[config.mk]
export PLATFORM = sky130hd
export DESIGN_NAME = systolic_seq_top
export DESIGN_NICKNAME = d
export VERILOG_FILES = /design/src/rtl/systolic_seq_top.sv
export SDC_FILE = /design/constraint.sdc
export NUM_CORES = 2
export LEC_CHECK = 0
export ABC_AREA = 1
export CAP_MARGIN = 40
export CORE_MARGIN = 1
export CORE_UTILIZATION = 46
export DETAILED_ROUTE_END_ITERATION = 16
export MAX_ROUTING_LAYER = met4
export PLACE_DENSITY_LB_ADDON = 0.1
export SETUP_SLACK_MARGIN = 0.5
export SLEW_MARGIN = 20
export SYNTH_ARGS = -nofsm -noshare
export SYNTH_HDL_FRONTEND = slang
export SYNTH_SLANG_ARGS = --single-unit
[constraint.sdc]
create_clock -name Clock -period 3 [get_ports Clock]
set_clock_uncertainty 0.1 [all_clocks]
set_input_delay 0.45 -clock Clock [delete_from_list [all_inputs] [get_ports Clock]]
set_output_delay 0.45 -clock Clock [all_outputs]
set_load 0.1 [all_outputs]
[src/rtl/systolic_seq_top.sv]
// systolic_seq_top: sequencer for an external N x N weight-stationary systolic array.
// Keeps host-visible A, B and C buffers, preloads B rows into the array, streams
// diagonally skewed A columns, and captures C from the bottom partial-sum lanes.
// Ports:
//   Clock, rst            single clock, synchronous active-high reset
//   start, busy, done     run request / in-progress flag / completion pulse
//   host_we/re/addr/wdata host access: B at 0.., A at N*N.., C at 2*N*N..
//   host_rdata/rvalid/err registered read data, read strobe echo, access error pulse
//   arr_*                 array controls and lane-packed data (lane i at [i*DW +: DW])
module systolic_seq_top #(
  parameter int unsigned N       = 4,
  parameter int unsigned DW      = 16,
  parameter int unsigned OUT_LAT = 4,
  parameter int unsigned AW      = 6
) (
  input  logic            Clock,
  input  logic            rst,
  input  logic            start,
  output logic            busy,
  output logic            done,
  input  logic            host_we,
  input  logic            host_re,
  input  logic [AW-1:0]   host_addr,
  input  logic [DW-1:0]   host_wdata,
  output logic [DW-1:0]   host_rdata,
  output logic            host_rvalid,
  output logic            host_err,
  output logic            arr_data_clear,
  output logic            arr_en_b_shift_bottom,
  output logic            arr_en_shift_right,
  output logic            arr_en_shift_bottom,
  output logic [N*DW-1:0] arr_a_left_flat,
  output logic [N*DW-1:0] arr_b_top_flat,
  output logic [N*DW-1:0] arr_ps_top_flat,
  input  logic [N*DW-1:0] arr_ps_bottom_flat
);

  localparam int unsigned NN = N * N;
  localparam int unsigned L  = 2 * N - 1 + OUT_LAT;
  localparam int unsigned CW = $clog2(L + 1);
  localparam int unsigned IW = (NN > 1) ? $clog2(NN) : 1;
  localparam int unsigned LW = (N > 1) ? $clog2(N) : 1;

  typedef enum logic [2:0] {IDLE, CLEAR, LOADB, STREAM, DONE} state_t;

  state_t        state, state_nxt;
  logic [CW-1:0] cnt, cnt_nxt;

  logic [DW-1:0] a_mem [NN];
  logic [DW-1:0] b_mem [NN];
  logic [DW-1:0] c_mem [NN];

  logic [DW-1:0] a_left_q   [N];
  logic [DW-1:0] b_top_q    [N];
  logic [DW-1:0] a_left_nxt [N];
  logic [DW-1:0] b_top_nxt  [N];
  logic [DW-1:0] ps_lane    [N];

  logic busy_nxt, done_nxt, clear_nxt, en_b_nxt, en_s_nxt;

  // Next state and phase counter.
  always_comb begin
    state_nxt = state;
    cnt_nxt   = cnt;
    unique case (state)
      IDLE: begin
        if (start) begin
          state_nxt = CLEAR;
          cnt_nxt   = '0;
        end
      end
      CLEAR: begin
        state_nxt = LOADB;
        cnt_nxt   = '0;
      end
      LOADB: begin
        if (cnt == CW'(N - 1)) begin
          state_nxt = STREAM;
          cnt_nxt   = '0;
        end else begin
          cnt_nxt = cnt + CW'(1);
        end
      end
      STREAM: begin
        if (cnt == CW'(L - 1)) begin
          state_nxt = DONE;
          cnt_nxt   = '0;
        end else begin
          cnt_nxt = cnt + CW'(1);
        end
      end
      DONE: begin
        state_nxt = IDLE;
        cnt_nxt   = '0;
      end
      default: begin
        state_nxt = IDLE;
        cnt_nxt   = '0;
      end
    endcase
  end

  // Outputs are decoded from the upcoming state so the registered values line up
  // with the state they belong to.
  always_comb begin
    busy_nxt  = (state_nxt != IDLE);
    done_nxt  = (state_nxt == DONE);
    clear_nxt = (state_nxt == CLEAR);
    en_b_nxt  = (state_nxt == LOADB);
    en_s_nxt  = (state_nxt == STREAM);
    for (int unsigned i = 0; i < N; i++) begin
      a_left_nxt[LW'(i)] = '0;
      b_top_nxt[LW'(i)]  = '0;
    end
    // B rows enter bottom-row first so row k ends up in array row k.
    if (state_nxt == LOADB) begin
      for (int unsigned j = 0; j < N; j++)
        b_top_nxt[LW'(j)] = b_mem[IW'((N - 1 - 32'(cnt_nxt)) * N + j)];
    end
    // Lane i carries column i of A delayed by i cycles.
    if (state_nxt == STREAM) begin
      for (int unsigned i = 0; i < N; i++)
        if ((32'(cnt_nxt) >= i) && (32'(cnt_nxt) - i < N))
          a_left_nxt[LW'(i)] = a_mem[IW'((32'(cnt_nxt) - i) * N + i)];
    end
  end

  // State register and registered array-side outputs.
  always_ff @(posedge Clock) begin
    if (rst) begin
      state                 <= IDLE;
      cnt                   <= '0;
      busy                  <= 1'b0;
      done                  <= 1'b0;
      arr_data_clear        <= 1'b0;
      arr_en_b_shift_bottom <= 1'b0;
      arr_en_shift_right    <= 1'b0;
      arr_en_shift_bottom   <= 1'b0;
      a_left_q              <= '{default: '0};
      b_top_q               <= '{default: '0};
    end else begin
      state                 <= state_nxt;
      cnt                   <= cnt_nxt;
      busy                  <= busy_nxt;
      done                  <= done_nxt;
      arr_data_clear        <= clear_nxt;
      arr_en_b_shift_bottom <= en_b_nxt;
      arr_en_shift_right    <= en_s_nxt;
      arr_en_shift_bottom   <= en_s_nxt;
      a_left_q              <= a_left_nxt;
      b_top_q               <= b_top_nxt;
    end
  end

  for (genvar g = 0; g < N; g++) begin : g_lane
    assign arr_a_left_flat[g*DW +: DW] = a_left_q[g];
    assign arr_b_top_flat[g*DW +: DW]  = b_top_q[g];
    assign ps_lane[g]                  = arr_ps_bottom_flat[g*DW +: DW];
  end

  assign arr_ps_top_flat = '0;

  // Host address decode.
  logic [31:0]   addr32;
  logic          in_b, in_a, in_c, wr_ok, acc_err;
  logic [DW-1:0] rd_val;

  assign addr32  = 32'(host_addr);
  assign in_b    = (addr32 < NN);
  assign in_a    = (addr32 >= NN) && (addr32 < 2 * NN);
  assign in_c    = (addr32 >= 2 * NN) && (addr32 < 3 * NN);
  assign wr_ok   = host_we && (state == IDLE) && (in_a || in_b);
  assign acc_err = (host_we && !wr_ok) || (host_re && !(in_a || in_b || in_c));

  always_comb begin
    rd_val = '0;
    if (in_b)      rd_val = b_mem[IW'(addr32)];
    else if (in_a) rd_val = a_mem[IW'(addr32 - NN)];
    else if (in_c) rd_val = c_mem[IW'(addr32 - 2 * NN)];
  end

  // Buffers, host responses and C capture.
  always_ff @(posedge Clock) begin
    if (rst) begin
      a_mem       <= '{default: '0};
      b_mem       <= '{default: '0};
      c_mem       <= '{default: '0};
      host_rdata  <= '0;
      host_rvalid <= 1'b0;
      host_err    <= 1'b0;
    end else begin
      host_rvalid <= host_re;
      host_err    <= acc_err;
      if (host_re) host_rdata <= rd_val;
      if (wr_ok && in_b) b_mem[IW'(addr32)] <= host_wdata;
      if (wr_ok && in_a) a_mem[IW'(addr32 - NN)] <= host_wdata;
      // Row r of column j leaves the array OUT_LAT cycles after its skewed start.
      if (state == STREAM) begin
        for (int unsigned j = 0; j < N; j++)
          if ((32'(cnt) >= j + OUT_LAT) && (32'(cnt) - j - OUT_LAT < N))
            c_mem[IW'((32'(cnt) - j - OUT_LAT) * N + j)] <= ps_lane[LW'(j)];
      end
    end
  end

endmodule
==> flow_summary.toml <==
[yosys]
synth_largest_area_cell = "sky130_fd_sc_hd__dfxtp_1"
synth_area_mm2 = 0.0441
syn_avg_cell_area_um2 = 6.51
syn-instance-count = 6779
netlist-cell-type-count = 28
postSynth.asyncResetShare_pct = 0
most_used_standard_cell_by_instance_count_after_synthesis = "sky130_fd_sc_hd__nand2_1"
synth_warnings = 0
synthSimpleGateAreaFrac_pct = 24.0
synth_fa_ha_area_share_pct = 0.539
synth_mux_area_share_pct = 0
synth_compound_gate_area_share_pct = 22.5
netlist.area_leader.share_pct = 42.0
synthFlopType = "sky130_fd_sc_hd__dfxtp_1"
post_synth_most_frequent_cells = "1,875 x sky130_fd_sc_hd__nand2_1, 998 x sky130_fd_sc_hd__o21ai_0, 926 x sky130_fd_sc_hd__dfxtp_1"
number_of_register_bits_inferred_by_synthesis = 926
synth-xor-area-share_pct = 0.0199
ys_seq_area_share_pct = 42.0
yosys-top-cells-area = "sky130_fd_sc_hd__dfxtp_1 42%, sky130_fd_sc_hd__nand2_1 16%, sky130_fd_sc_hd__o21ai_0 11%"
synth_top_family_by_area = "simple AND/OR/NAND/NOR gates"
synth-edff-count = 0

[timing]
timing_hold_violations_final = 0
setup_viol_count_final = 0
unrepaired_setup_endpoints_after_global_routing = "yes"
clock_period_minus_final_worst_setup_slack_ns = 2.46
timing_max_transition_violations_final = 0
min_period_over_period_pct = 82.0
fmax_mhz = 407
worst_pin_slew_ns = 0.778
totalNegativeSetupSlack_ns = 0
postLayoutSetupSlackWorst_ns = 0.540
slew-limit-headroom_pct = 48.1

[clock_tree]
worst_setup_hold_path_clk_slew_ns = 0.06
cts_htree_levels = 3
cts_inserted_buffers = 104
worst_skew_pair.late_latency_ns = 0.69
clock_tree.buffer_depth = 3
ctsHoldBuffers = 0
tritoncts = "built"
cts_num_sinks = 926
cts_root_buffer = "sky130_fd_sc_hd__clkbuf_16"

[finish]
design.final.nets = 6961
syn_to_layout_area_delta_pct = 17.1
finish.instance_area_mm2 = 0.0517
layout-drive-gt1-share_pct = 9.21
finish.utilization_pct = 54.4

[floorplan]
core-area_mm2 = 0.0950
initial_utilization_pct = 46.4
pin_count = 307
die_height_um = 312
fp.dieW_um = 312
num_rows = 113
die_area_mm2 = 0.0972

[grt]
grt_antenna_before_repair = 7
first_global_vias = 40000
global_route.overflow_total = 0
grt_start_max_net_pins = 169
track_usage_pct = 35.6
grt_first_pass_wirelength_um = 256000

[detailed_routing]
route.detailed.vias_per_inst = 5.42
final_antenna_net_count = 0
detail_route.drc_violations = 0
routed_wirelength_normalized_by_instance_count_um = 21.2
first_pass_detailed_route_iteration_total = 6
via_count = 44500
postRouteWirelength_um = 174000
drt_iter0_drc = 4875

[setup_path]
end_kind = "flop"
cp-start-kind = "flop"
setup.reg_to_reg.worst_slack_ns = 0.54
cp.arrival_ns = 2.92
reg2reg_to = "arr_a_left_flat[0]"
regToRegStartpoint = "cnt[1]"
critical_path_required_ns = 3.46
r2r_cells = 9
critical_path_peak_fanout = 29
critical_path_endpoint = "arr_a_left_flat[0]"
setup.worst_path.class = "flop to flop"
crit_path_max_incr_delay_ns = 0.41
worst_path_max_delay_cell = "sky130_fd_sc_hd__dfxtp_4"
critical_path.startpoint = "cnt[1]"
path_cells = "inv_2 -> ha_1 -> nand2_1 -> nand2_1 -> nor2_4 -> buf_12 -> buf_4 -> o211ai_1 -> a21oi_1"
path_common_cell = "sky130_fd_sc_hd__nand2_1"

[job]
drv.max_cap_violation_count = 0

[power_and_ir_drop]
power_density_mw_per_mm2 = 563
vdd_drop_max_v = 0.000449
p_leak_nw = 20.9

[placement]
post-place-ws_ns = 0.139
dp_hpwl_um = 117000
finalWeightedCongestion = 0.965
numPortBuffers = 242
placed_cell_area_mm2 = 0.0477

[outcome]
outcome = "complete, no violations"

[hold_path]
hold_path.class = "input pin to flop"
## flip-flops by register name, indices dropped and copies added (netlist names), 3 cells and up
| name | cells |
|---|---|
| a_mem | 256 |
| arr_a_left_flat | 64 |
| arr_b_top_flat | 64 |
| b_mem | 256 |
| c_mem | 256 |
| cnt | 4 |
| host_rdata | 16 |
| state | 3 |
## metal layers
| metal | track usage [%] | share of wire (%) |
|---|---|---|
| met5 | - | 0 |
| met3 | 5.55 | 9.1 |
| met4 | 13.1 | 4.0 |
| met2 | 54.2 | 45 |
| met1 | 47.4 | 42 |
## logic make-up (layout without fill, tap and decap cells)
family / after synthesis / after routing
and+or+nand+nor: 2770 / 2770
AOI/OAI and AO/OA: 1894 / 1894
buffers and inverters: 1168 / 1262
DFF: 926 / 926
adders and majority gates: 19 / 19
other: 1 / 70
xor gates and xnor gates: 1 / 1
## metrics by stage
stage	power, W	hold WS (ns)	std cells
finish	0.0291	0.138	8207
global route	0.0299	0.165	8207
CTS	0.0290	0.108	8193
detailed placement	0.0158	0.335	7996
global placement	0.0158	0.331	7996
floorplan	0.0148	0.324	6842
## layout make-up
class / instances / area, um2
fill: 9568 / 43300
multi-input combinational: 4748 / 21200
sequential: 926 / 18600
timing repair buffer: 489 / 4550
clock buffer: 153 / 3170
inverter: 582 / 2210
tap: 1265 / 1580
clock inverter: 38 / 418
antenna: 6 / 15.0
## worst max-delay path, delay by kind of cell (launching register included)
kind,cells,cell delay (ns)
flops,1,0.41
simple gates,3,0.36
fa+ha+maj,1,0.30
compound gates,2,0.45
buf+inv,3,0.66
## worst min-delay path by stage
| stage | start | end | slack, ns | cells past startpoint |
|---|---|---|---|---|
| final | rst | a_mem[84] | 0.14 | 4 |
| after global routing | rst | c_mem[16] | 0.17 | 4 |
| after CTS | rst | c_mem[80] | 0.11 | 4 |
| after detailed placement | c_mem[71] | c_mem[71] | 0.33 | 2 |
| after global placement | c_mem[71] | c_mem[71] | 0.33 | 2 |
| after floorplan | c_mem[116] | c_mem[116] | 0.32 | 2 |
## cells in the final DEF (no fill, tap or decap), types with 11 or more instances in the layout
master,synthesis,routed
sky130_fd_sc_hd__nand2_1,1875,1868
sky130_fd_sc_hd__o21ai_0,998,998
sky130_fd_sc_hd__dfxtp_1,926,921
sky130_fd_sc_hd__nor2_1,795,789
sky130_fd_sc_hd__a21oi_1,709,705
sky130_fd_sc_hd__inv_1,572,562
sky130_fd_sc_hd__buf_4,70,351
sky130_fd_sc_hd__o211ai_1,175,175
sky130_fd_sc_hd__clkbuf_16,0,113
sky130_fd_sc_hd__clkdlybuf4s50_1,0,87
sky130_fd_sc_hd__conb_1,1,64
sky130_fd_sc_hd__nand3_1,47,42
sky130_fd_sc_hd__nand4_1,39,39
sky130_fd_sc_hd__buf_12,0,36
sky130_fd_sc_hd__clkbuf_8,0,28
sky130_fd_sc_hd__clkinv_2,0,21
sky130_fd_sc_hd__clkbuf_1,387,16
sky130_fd_sc_hd__ha_1,19,15
sky130_fd_sc_hd__inv_2,8,14
sky130_fd_sc_hd__o21ai_1,11,11
## power breakdown
part	internal (W)	total (W)	switching, W	leakage, nW
Clock	0.00798	0.0134	0.00543	1.78
Combinational	0.000791	0.00322	0.00243	11.6
Sequential	0.0124	0.0124	0.0000633	7.47
Total	0.0212	0.0291	0.00792	20.9
## what timing repair did
item,CTS,global route
setup endpoints to repair,120,328
buffers inserted,5,4
resized for setup,13,21
endpoints found under the hold margin,0,0
pin swaps,3,3
gates cloned,1,4
(Power assumes the default switching activity.)
